File: src/rtl/hazard_scoreboard_if.sv
// Decode-side hazard/forwarding bundle between the pipeline and the
// hazard scoreboard.
interface hazard_scoreboard_if #(
  parameter int XLEN  = 32,
  parameter int RW    = 5,
  parameter int DEPTH = 3
);
  logic                  d_valid;
  logic [RW-1:0]         d_rs;
  logic [RW-1:0]         d_rt;
  logic                  d_use_rs;
  logic                  d_use_rt;
  logic [RW-1:0]         d_rd;
  logic                  d_we;
  logic                  d_is_load;
  logic                  flush;
  logic                  mem_busy;
  logic [XLEN-1:0]       rf_v1;
  logic [XLEN-1:0]       rf_v2;
  logic [DEPTH*XLEN-1:0] stage_data;
  logic [XLEN-1:0]       v1;
  logic [XLEN-1:0]       v2;
  logic                  stall;
  logic                  issue;
  logic [15:0]           stall_cnt;

  modport master (
    output d_valid, d_rs, d_rt, d_use_rs, d_use_rt,
    output d_rd, d_we, d_is_load, flush, mem_busy,
    output rf_v1, rf_v2, stage_data,
    input  v1, v2, stall, issue, stall_cnt
  );

  modport slave (
    input  d_valid, d_rs, d_rt, d_use_rs, d_use_rt,
    input  d_rd, d_we, d_is_load, flush, mem_busy,
    input  rf_v1, rf_v2, stage_data,
    output v1, v2, stall, issue, stall_cnt
  );
endinterface

File: src/rtl/hazard_scoreboard.sv
// Hazard/forwarding scoreboard: tracks DEPTH in-flight writers, forwards
// the youngest ready result and stalls decode on not-yet-ready loads.
module hazard_scoreboard #(
  parameter int XLEN     = 32,
  parameter int RW       = 5,
  parameter int DEPTH    = 3,
  parameter int LOAD_LAT = 2
) (
  input logic              clk,
  input logic              reset,
  hazard_scoreboard_if.slave bus
);

  typedef struct packed {
    logic          vld;
    logic          we;
    logic          ld;
    logic [RW-1:0] rd;
  } ent_t;

  ent_t [DEPTH-1:0] tbl;
  logic [15:0]      cnt;
  logic             hz_rs;
  logic             hz_rt;
  logic [XLEN-1:0]  v1;
  logic [XLEN-1:0]  v2;
  logic             stall;
  logic             issue;

  function automatic logic writes(ent_t e, logic [RW-1:0] r);
    return e.vld && e.we && (e.rd == r) && (r != '0);
  endfunction

  // Scan oldest to youngest so the youngest match overrides.
  always_comb begin
    v1    = bus.rf_v1;
    v2    = bus.rf_v2;
    hz_rs = 1'b0;
    hz_rt = 1'b0;
    for (int k = DEPTH - 1; k >= 0; k--) begin
      if (writes(tbl[k], bus.d_rs)) begin
        v1    = bus.stage_data[k*XLEN +: XLEN];
        hz_rs = tbl[k].ld && (k < LOAD_LAT);
      end
      if (writes(tbl[k], bus.d_rt)) begin
        v2    = bus.stage_data[k*XLEN +: XLEN];
        hz_rt = tbl[k].ld && (k < LOAD_LAT);
      end
    end
  end

  assign stall = bus.mem_busy
               | (bus.d_valid
                  & ((hz_rs & bus.d_use_rs)
                   | (hz_rt & bus.d_use_rt)));
  assign issue = bus.d_valid & ~stall & ~bus.flush;

  always_ff @(posedge clk) begin
    if (reset) begin
      tbl <= '0;
      cnt <= '0;
    end else begin
      if (stall && cnt != 16'hFFFF)
        cnt <= cnt + 16'd1;
      if (!bus.mem_busy) begin
        tbl[0] <= '{vld: issue, we: bus.d_we,
                    ld: bus.d_is_load, rd: bus.d_rd};
        for (int k = 1; k < DEPTH; k++)
          tbl[k] <= tbl[k-1];
      end
    end
  end

  assign bus.v1        = v1;
  assign bus.v2        = v2;
  assign bus.stall     = stall;
  assign bus.issue     = issue;
  assign bus.stall_cnt = cnt;

endmodule

File: src/flat_wrapper.sv
// flat-port wrapper written by rule: the top's interface ports become plain ports
module hazard_scoreboard_flat 
#(
  parameter int XLEN     = 32,
  parameter int RW       = 5,
  parameter int DEPTH    = 3,
  parameter int LOAD_LAT = 2
)
  (clk, reset, bus_d_valid, bus_d_rs, bus_d_rt, bus_d_use_rs, bus_d_use_rt, bus_d_rd, bus_d_we, bus_d_is_load, bus_flush, bus_mem_busy, bus_rf_v1, bus_rf_v2, bus_stage_data, bus_v1, bus_v2, bus_stall, bus_issue, bus_stall_cnt);
  hazard_scoreboard_if #(.XLEN(XLEN), .RW(RW), .DEPTH(DEPTH)) bus_i ();
  input logic clk;
  input logic reset;
  input wire logic [$bits(bus_i.d_valid)-1:0] bus_d_valid;
  input wire logic [$bits(bus_i.d_rs)-1:0] bus_d_rs;
  input wire logic [$bits(bus_i.d_rt)-1:0] bus_d_rt;
  input wire logic [$bits(bus_i.d_use_rs)-1:0] bus_d_use_rs;
  input wire logic [$bits(bus_i.d_use_rt)-1:0] bus_d_use_rt;
  input wire logic [$bits(bus_i.d_rd)-1:0] bus_d_rd;
  input wire logic [$bits(bus_i.d_we)-1:0] bus_d_we;
  input wire logic [$bits(bus_i.d_is_load)-1:0] bus_d_is_load;
  input wire logic [$bits(bus_i.flush)-1:0] bus_flush;
  input wire logic [$bits(bus_i.mem_busy)-1:0] bus_mem_busy;
  input wire logic [$bits(bus_i.rf_v1)-1:0] bus_rf_v1;
  input wire logic [$bits(bus_i.rf_v2)-1:0] bus_rf_v2;
  input wire logic [$bits(bus_i.stage_data)-1:0] bus_stage_data;
  output wire logic [$bits(bus_i.v1)-1:0] bus_v1;
  output wire logic [$bits(bus_i.v2)-1:0] bus_v2;
  output wire logic [$bits(bus_i.stall)-1:0] bus_stall;
  output wire logic [$bits(bus_i.issue)-1:0] bus_issue;
  output wire logic [$bits(bus_i.stall_cnt)-1:0] bus_stall_cnt;
  assign bus_i.d_valid = bus_d_valid;
  assign bus_i.d_rs = bus_d_rs;
  assign bus_i.d_rt = bus_d_rt;
  assign bus_i.d_use_rs = bus_d_use_rs;
  assign bus_i.d_use_rt = bus_d_use_rt;
  assign bus_i.d_rd = bus_d_rd;
  assign bus_i.d_we = bus_d_we;
  assign bus_i.d_is_load = bus_d_is_load;
  assign bus_i.flush = bus_flush;
  assign bus_i.mem_busy = bus_mem_busy;
  assign bus_i.rf_v1 = bus_rf_v1;
  assign bus_i.rf_v2 = bus_rf_v2;
  assign bus_i.stage_data = bus_stage_data;
  assign bus_v1 = bus_i.v1;
  assign bus_v2 = bus_i.v2;
  assign bus_stall = bus_i.stall;
  assign bus_issue = bus_i.issue;
  assign bus_stall_cnt = bus_i.stall_cnt;
  hazard_scoreboard #(.XLEN(XLEN), .RW(RW), .DEPTH(DEPTH), .LOAD_LAT(LOAD_LAT)) u_core (.clk(clk), .reset(reset), .bus(bus_i));
endmodule
File: config.mk
export PLATFORM = sky130hd
export DESIGN_NAME = hazard_scoreboard_flat
export DESIGN_NICKNAME = d
export VERILOG_FILES = /design/src/rtl/hazard_scoreboard_if.sv /design/src/rtl/hazard_scoreboard.sv /design/src/flat_wrapper.sv
export SDC_FILE = /design/constraint.sdc
export NUM_CORES = 1
export LEC_CHECK = 0
export CORE_MARGIN = 3
export CORE_UTILIZATION = 40
export CTS_CLUSTER_SIZE = 28
export DETAILED_ROUTE_END_ITERATION = 16
export HOLD_SLACK_MARGIN = 0.12
export PLACE_DENSITY = 0.95
export SLEW_MARGIN = 20
export SYNTH_ARGS = -nofsm -noshare
export SYNTH_HDL_FRONTEND = slang
export SYNTH_SLANG_ARGS = --single-unit
File: constraint.sdc
create_clock -name clk -period 4.11 [get_ports clk]
set_input_delay 0.411 -clock clk [delete_from_list [all_inputs] [get_ports clk]]
set_output_delay 0.411 -clock clk [all_outputs]
set_load 0.01 [all_outputs]
==> results of run 1 <==
==> worst paths after layout <==
check	from	to	cells after the start
min	u_core.bus.stall_cnt[11]$_SDFFE_PP0P_	u_core.bus.stall_cnt[11]$_SDFFE_PP0P_	2
max reg2reg	u_core.tbl[11]$_SDFFE_PP0N_	u_core.bus.stall_cnt[7]$_SDFFE_PP0P_	9
min reg2reg	u_core.bus.stall_cnt[11]$_SDFFE_PP0P_	u_core.bus.stall_cnt[11]$_SDFFE_PP0P_	2
max	bus_d_rt[2]	bus_v2[18]	9
==> placed cells by master (no fill, tap or decap), types with 2 or more instances in the layout <==
| master | netlist | layout |
|---|---|---|
| nor3_2 | 0 | 2 |
| or3_1 | 2 | 2 |
| nand3_1 | 11 | 11 |
| xnor2_1 | 28 | 28 |
| nor3_1 | 6 | 2 |
| or4_1 | 10 | 9 |
| nor2b_1 | 6 | 6 |
| and3_1 | 4 | 4 |
| inv_1 | 5 | 5 |
| nor3_4 | 0 | 2 |
| nor4_1 | 6 | 5 |
| clkinv_2 | 0 | 3 |
| nand2b_1 | 3 | 3 |
| a21oi_1 | 39 | 39 |
| a211oi_1 | 2 | 2 |
| nor2_2 | 2 | 2 |
| xor2_1 | 2 | 2 |
| dfxtp_1 | 39 | 39 |
| o31ai_1 | 6 | 6 |
| buf_12 | 0 | 4 |
| buf_4 | 0 | 18 |
| nand4_1 | 8 | 8 |
| mux2_1 | 3 | 3 |
| mux2_2 | 3 | 3 |
| nor2_1 | 63 | 63 |
| clkbuf_8 | 0 | 5 |
| nand2_1 | 108 | 108 |
| a31oi_1 | 2 | 2 |
| o21ai_0 | 96 | 96 |
| clkdlybuf4s50_1 | 0 | 264 |
| mux2i_1 | 87 | 87 |
==> through the flow <==
stage                     util [%]  cell area [um2]  total power [mW]  instances
after global routing          73.4             6980              1.15        974
after CTS                     73.4             6970              1.10        974
after detailed placement      72.4             6880             0.850        966
final                         73.4             6980              1.10        974
after floorplan                  -             4020             0.543        595
after global placement        72.4             6880             0.845        966
==> power by group <==
group / internal [mW] / switching, mW
sequential: 0.388 / 0.0144
clock: 0.116 / 0.137
combinational: 0.279 / 0.169
==> worst reg2reg max path: stages (launching register included) <==
cell     delay (ns)
dfxtp_1        0.44
xnor2_1        0.16
nand4_1        0.11
or4_2          0.69
buf_4          0.22
o31a_1         0.28
o21a_2         0.13
buf_4          0.21
nor4_1         0.35
mux2_1         0.36
==> state kept, by name (all words and copies together) (netlist names) <==
name and count:
u_core.bus.stall_cnt 16, u_core.tbl 23
==> metal layers <==
layer	up-vias	share of wire (%)	global-route usage, %	routed length [um]
met5	-	0	0	0
met4	0	3.2	10.6	578
met3	42	12	9.90	2110
met2	328	46	50.4	8390
met1	2472	39	37.0	7200
li1	2588	-	-	-
==> area by class of cell <==
type | instances | area, um2
timing repair buffer | 287 | 2860
fill | 696 | 2530
clock inverter | 3 | 15.0
sequential | 39 | 781
inverter | 5 | 18.8
tap | 129 | 161
multi-input combinational | 506 | 3070
clock buffer | 5 | 68.8
==> logic make-up (layout without fill, tap and decap cells) <==
family / Yosys count / count (layout) / share of synthesized area (%)
simple gates: 231 / 231 / 25.2
compound gates: 151 / 151 / 20.0
mux: 93 / 93 / 23.4
buf+inv: 50 / 300 / 5.11
flops: 39 / 39 / 19.4
xor+xnor: 30 / 30 / 6.54
fa+ha+maj: 1 / 1 / 0.312
==> what timing repair did <==
item | CTS | global route
gates cloned | 0 | 0
gates resized for setup | 1 | 1
setup endpoints to repair | 1 | 9
pin swaps | 0 | 0
==> flow_metrics.tcl, run 1 <==
set metrics [dict create \
    ant_nets 0 \
    design.core.area_mm2 0.00950 \
    hold_violations 0 \
    ys_top_cells_by_count "nand2_1 (108), o21ai_0 (96), mux2i_1 (87)" \
    critPathBufInv 3 \
    synth.most_common_cell "nand2_1" \
    worst_skew_pair.late_latency_ns 0.30 \
    yosysUniqueCellTypes 37 \
    yosysTopAreaCell "mux2i_1" \
    fin_skew_ns 0.00712 \
    layout_min_cycle_time_ns 3.96 \
    fin_ws_ns 0.149 \
    drc 0 \
    fp.dieH_um 106 \
    fmax_mhz 252 \
    rows 35 \
    path_clk_slew_ns 0.08 \
    pre_cts_slack_ns -0.0488 \
    critPathRequiredTime_ns 3.70 \
    critPathCaptureType "primary output" \
    maxSlewViolCount 0 \
    synthFlopType "dfxtp_1" \
    num_io_pins 266 \
    async_flop_share_pct 0 \
    leakagePower_nw 2.43 \
    tns_ns 0 \
    cp_slowest_cell "or4_2" \
    antenna_found_initial 0 \
    worst_slew_pin_slew_ns 0.906 \
    vias 5430 \
    cts_max_level 2 \
    diodes 0 \
    die_area_mm2 0.0113 \
    syn_area_mm2 0.00402 \
    io_buffers 265 \
    startpoint_type "input pin" \
    crit_chain "clkdlybuf4s50_1 -> or4_1 -> nor2_2 -> or4_2 -> buf_12 -> nand2_1 -> o21ai_0 -> o21ai_0 -> clkdlybuf4s50_1" \
    avgSynthCellArea_um2 6.75 \
    hold_buffers 0 \
    rsz0062_at_grt "no" \
    yosysSeqAreaShare_pct 19.4 \
    grt_max_degree 65 \
    powerDensity_mw_per_mm2 158 \
    syn_inst 595 \
    grt_pass1_vias 5040 \
    start_util_pct 42.3 \
    die_x_um 106 \
    setup_viol 0 \
    path_class "input pin to primary output" \
    ir_drop_mv 0.248 \
    whs_ns 0.521 \
    crit_fanout 52 \
    clk_path_buf_depth 2 \
    cts-buffers-inserted 5 \
    yosysTopAreaCellShare_pct 21.7 \
    synth_edf_count 0 \
    status "complete, no violations" \
    r2r_slack_ns 1.07 \
    cts.sinks 39 \
    yosysWarningCount 0 \
    cap_viol_max_count 0 \
    synth.area.top_cells "mux2i_1 (22%), dfxtp_1 (19%), o21ai_0 (12%), nand2_1 (10%), xnor2_1 (6.1%)" \
    relSlewSlack_pct 39.2 \
    drt-total-wl_um 18300 \
    nNetsFinal 1029 \
    cts_setup_buffers 0 \
    grt_usage_pct 30.5 \
    ys_ff_latch 39 \
    syn-num-nets 780 \
    grt_pass1_wl_um 27500 \
    crit_arrival_ns 3.55 \
    firstDrtPassIters 5 \
    cp_slowest_stage_delay_ns 0.72 \
    cts_tree "yes" \
    gp_congestion 1.00 \
    overflow 0 \
    drive_gt1_share_pct 5.09 \
    hp-class "flip-flop to flip-flop" \
    ctsRootBufferMaster "clkbuf_8" \
    dr.first_iter.drc_count 462 \
    critPathTopFamily "buffers and inverters" \
    avgRoutedWirePerCell_um 18.8 \
    fin_crit_sh_pct 96.4 \
    dpl.hpwl_um 14300 \
    avgViaCountPerCell 5.57 \
    syn_to_final_growth_pct 73.8 \
]
Note: power is estimated with default switching activity, not from simulation.
==> inputs of run 2 (changes only) <==
- CORE_MARGIN: 3 -> 5
- SKIP_LAST_GASP: default -> 1
==> run 2 against run 1 <==
Against the previous run: first-iteration DRC count increased by 16%; total power grew 6.2%; design area fell by 0.34%; non-clock buffer count fell by 8; clock-buffer cell count unchanged; wire length is 0.28% higher; sequential power barely moved.
==> flow_metrics.tcl, run 2 (same netlist as run 1, synthesis figures left out) <==
set metrics [dict create \
    status "complete, no violations" \
    r2r-start "u_core.tbl[9]$_SDFFE_PP0N_" \
    vias 5338 \
    cts-resized-gates 0 \
    cts.sinks 39 \
    crit_chain "clkdlybuf4s50_1 -> xnor2_1 -> nand3_1 -> nor3_2 -> buf_4 -> mux2i_1 -> nor2_1 -> a21oi_1 -> o21ai_0 -> clkdlybuf4s50_1" \
    critPathRequiredTime_ns 3.70 \
    drc 0 \
    num_io_pins 266 \
    leakagePower_nw 2.39 \
    hold_buffers 0 \
    fp.dieH_um 110 \
    fin_ws_ns 0.218 \
    setup_viol 0 \
    startpoint_type "input pin" \
    rsz0062_at_grt "no" \
    grt_max_degree 66 \
    gp_congestion 0.977 \
    cts_max_level 2 \
    grt.busiest_layer "met2" \
    final_common_cell "clkdlybuf4s50_1" \
    grt_use_met2_pct 47.4 \
    path_clk_slew_ns 0.09 \
    die_area_mm2 0.0121 \
    fin_skew_ns 0.00658 \
    multiInputGateArea_mm2 0.00306 \
    use_met1_pct 33.1 \
    final-seq-area_um2 781 \
    fin_crit_sh_pct 94.7 \
    design.core.area_mm2 0.00977 \
    largest_reg_flops 23 \
    io_buffers 265 \
    crit_arrival_ns 3.48 \
    layout_min_cycle_time_ns 3.89 \
    ir_drop_mv 0.255 \
    drive_gt1_share_pct 4.18 \
    path_class "input pin to primary output" \
    cap_viol_max_count 0 \
    grt_usage_pct 27.8 \
    syn_to_final_growth_pct 73.2 \
    met3_usage_pct 8.33 \
    antenna_found_initial 0 \
    pre_cts_slack_ns 0.245 \
    start_util_pct 41.1 \
    top_register "u_core.tbl" \
    ctsRootBufferMaster "clkbuf_8" \
    hold_violations 0 \
    clk_path_buf_depth 2 \
    fin_cells 970 \
    avgRoutedWirePerCell_um 18.9 \
    final_cell_mix "clkdlybuf4s50_1 (264), nand2_1 (108), o21ai_0 (96), mux2i_1 (87), nor2_1 (63)" \
    cts-buffers-inserted 5 \
    cp_common_cell "clkdlybuf4s50_1" \
    dr.first_iter.drc_count 536 \
    avgViaCountPerCell 5.50 \
    cp_slowest_cell "nor3_2" \
    nNetsFinal 1021 \
    nFillCells 758 \
    ant_nets 0 \
    grt_pass1_vias 4984 \
    critPathCaptureType "primary output" \
    final_core_util_pct 71.1 \
    powerDensity_mw_per_mm2 169 \
    fmax_mhz 257 \
    firstDrtPassIters 5 \
    maxSlewViolCount 0 \
    cts_setup_buffers 0 \
    cp_slowest_stage_delay_ns 0.68 \
    overflow 0 \
    die_x_um 110 \
    hp-class "flip-flop to flip-flop" \
    drt-total-wl_um 18300 \
    tns_ns 0 \
    crit_fanout 17 \
    cts_tree "yes" \
    diodes 0 \
    dpl.hpwl_um 14700 \
    worst_skew_pair.late_latency_ns 0.30 \
    grt_pass1_wl_um 26400 \
    dp.cells 962 \
    worst_slew_pin_slew_ns 0.826 \
    hp-start "u_core.bus.stall_cnt[4]$_SDFFE_PP0P_" \
    cp-startpoint "bus_d_rs[0]" \
    rows 36 \
    relSlewSlack_pct 44.6 \
]
## run 2: area by class of cell
| type | count | share of cell area (%) |
|---|---|---|
| clock buffers | 5 | 0.990 |
| clock inverters | 3 | 0.666 |
| inverters | 5 | 0.270 |
| multi-input cells | 506 | 44.0 |
| flip-flops and latches | 39 | 11.2 |
| well taps | 133 | 2.39 |
| repair buffers | 279 | 40.5 |
## run 2: critical path, delay by kind of cell
family,cells,cell delay (ns)
buffers and inverters,3,1.63
xor gates and xnor gates,1,0.16
AOI/OAI and AO/OA,2,0.24
muxes,1,0.12
and+or+nand+nor,3,0.89
## run 2: power by group
part	switching (mW)	leakage [nW]	total [mW]	internal (mW)
Sequential	0.0152	0.317	0.403	0.388
Clock	0.151	0.0548	0.334	0.183
Combinational	0.160	2.02	0.435	0.275
## run 2: through the flow
stage	area (um2)	hold WS, ns	total power, mW
2_1_floorplan	4020	0.483	0.543
3_3_place_gp	6840	0.493	0.836
3_5_place_dp	6840	0.500	0.843
4_1_cts	6960	0.513	1.17
5_1_grt	6950	0.534	1.22
6_report	6950	0.510	1.17
## run 2: per-layer routing
layer	wire [um]	part of all wire (%)
met5	0	0
met3	1960	11
met2	8790	48
met4	597	3.3
met1	7000	38
## run 2: worst paths after layout
check,end,slack [ns],cells past startpoint
worst max register to register,u_core.bus.stall_cnt[7]$_SDFFE_PP0P_,1.21,8
worst max-delay path,bus_v1[8],0.22,10
worst min-delay path,u_core.bus.stall_cnt[4]$_SDFFE_PP0P_,0.51,2
worst min register to register,u_core.bus.stall_cnt[4]$_SDFFE_PP0P_,0.51,2
==> inputs of run 3 (changes only) <==
- CTS_CLUSTER_SIZE: 28 -> 25
==> results of run 3 <==
Final layout, timing and power as in run 2 (identical DEF).
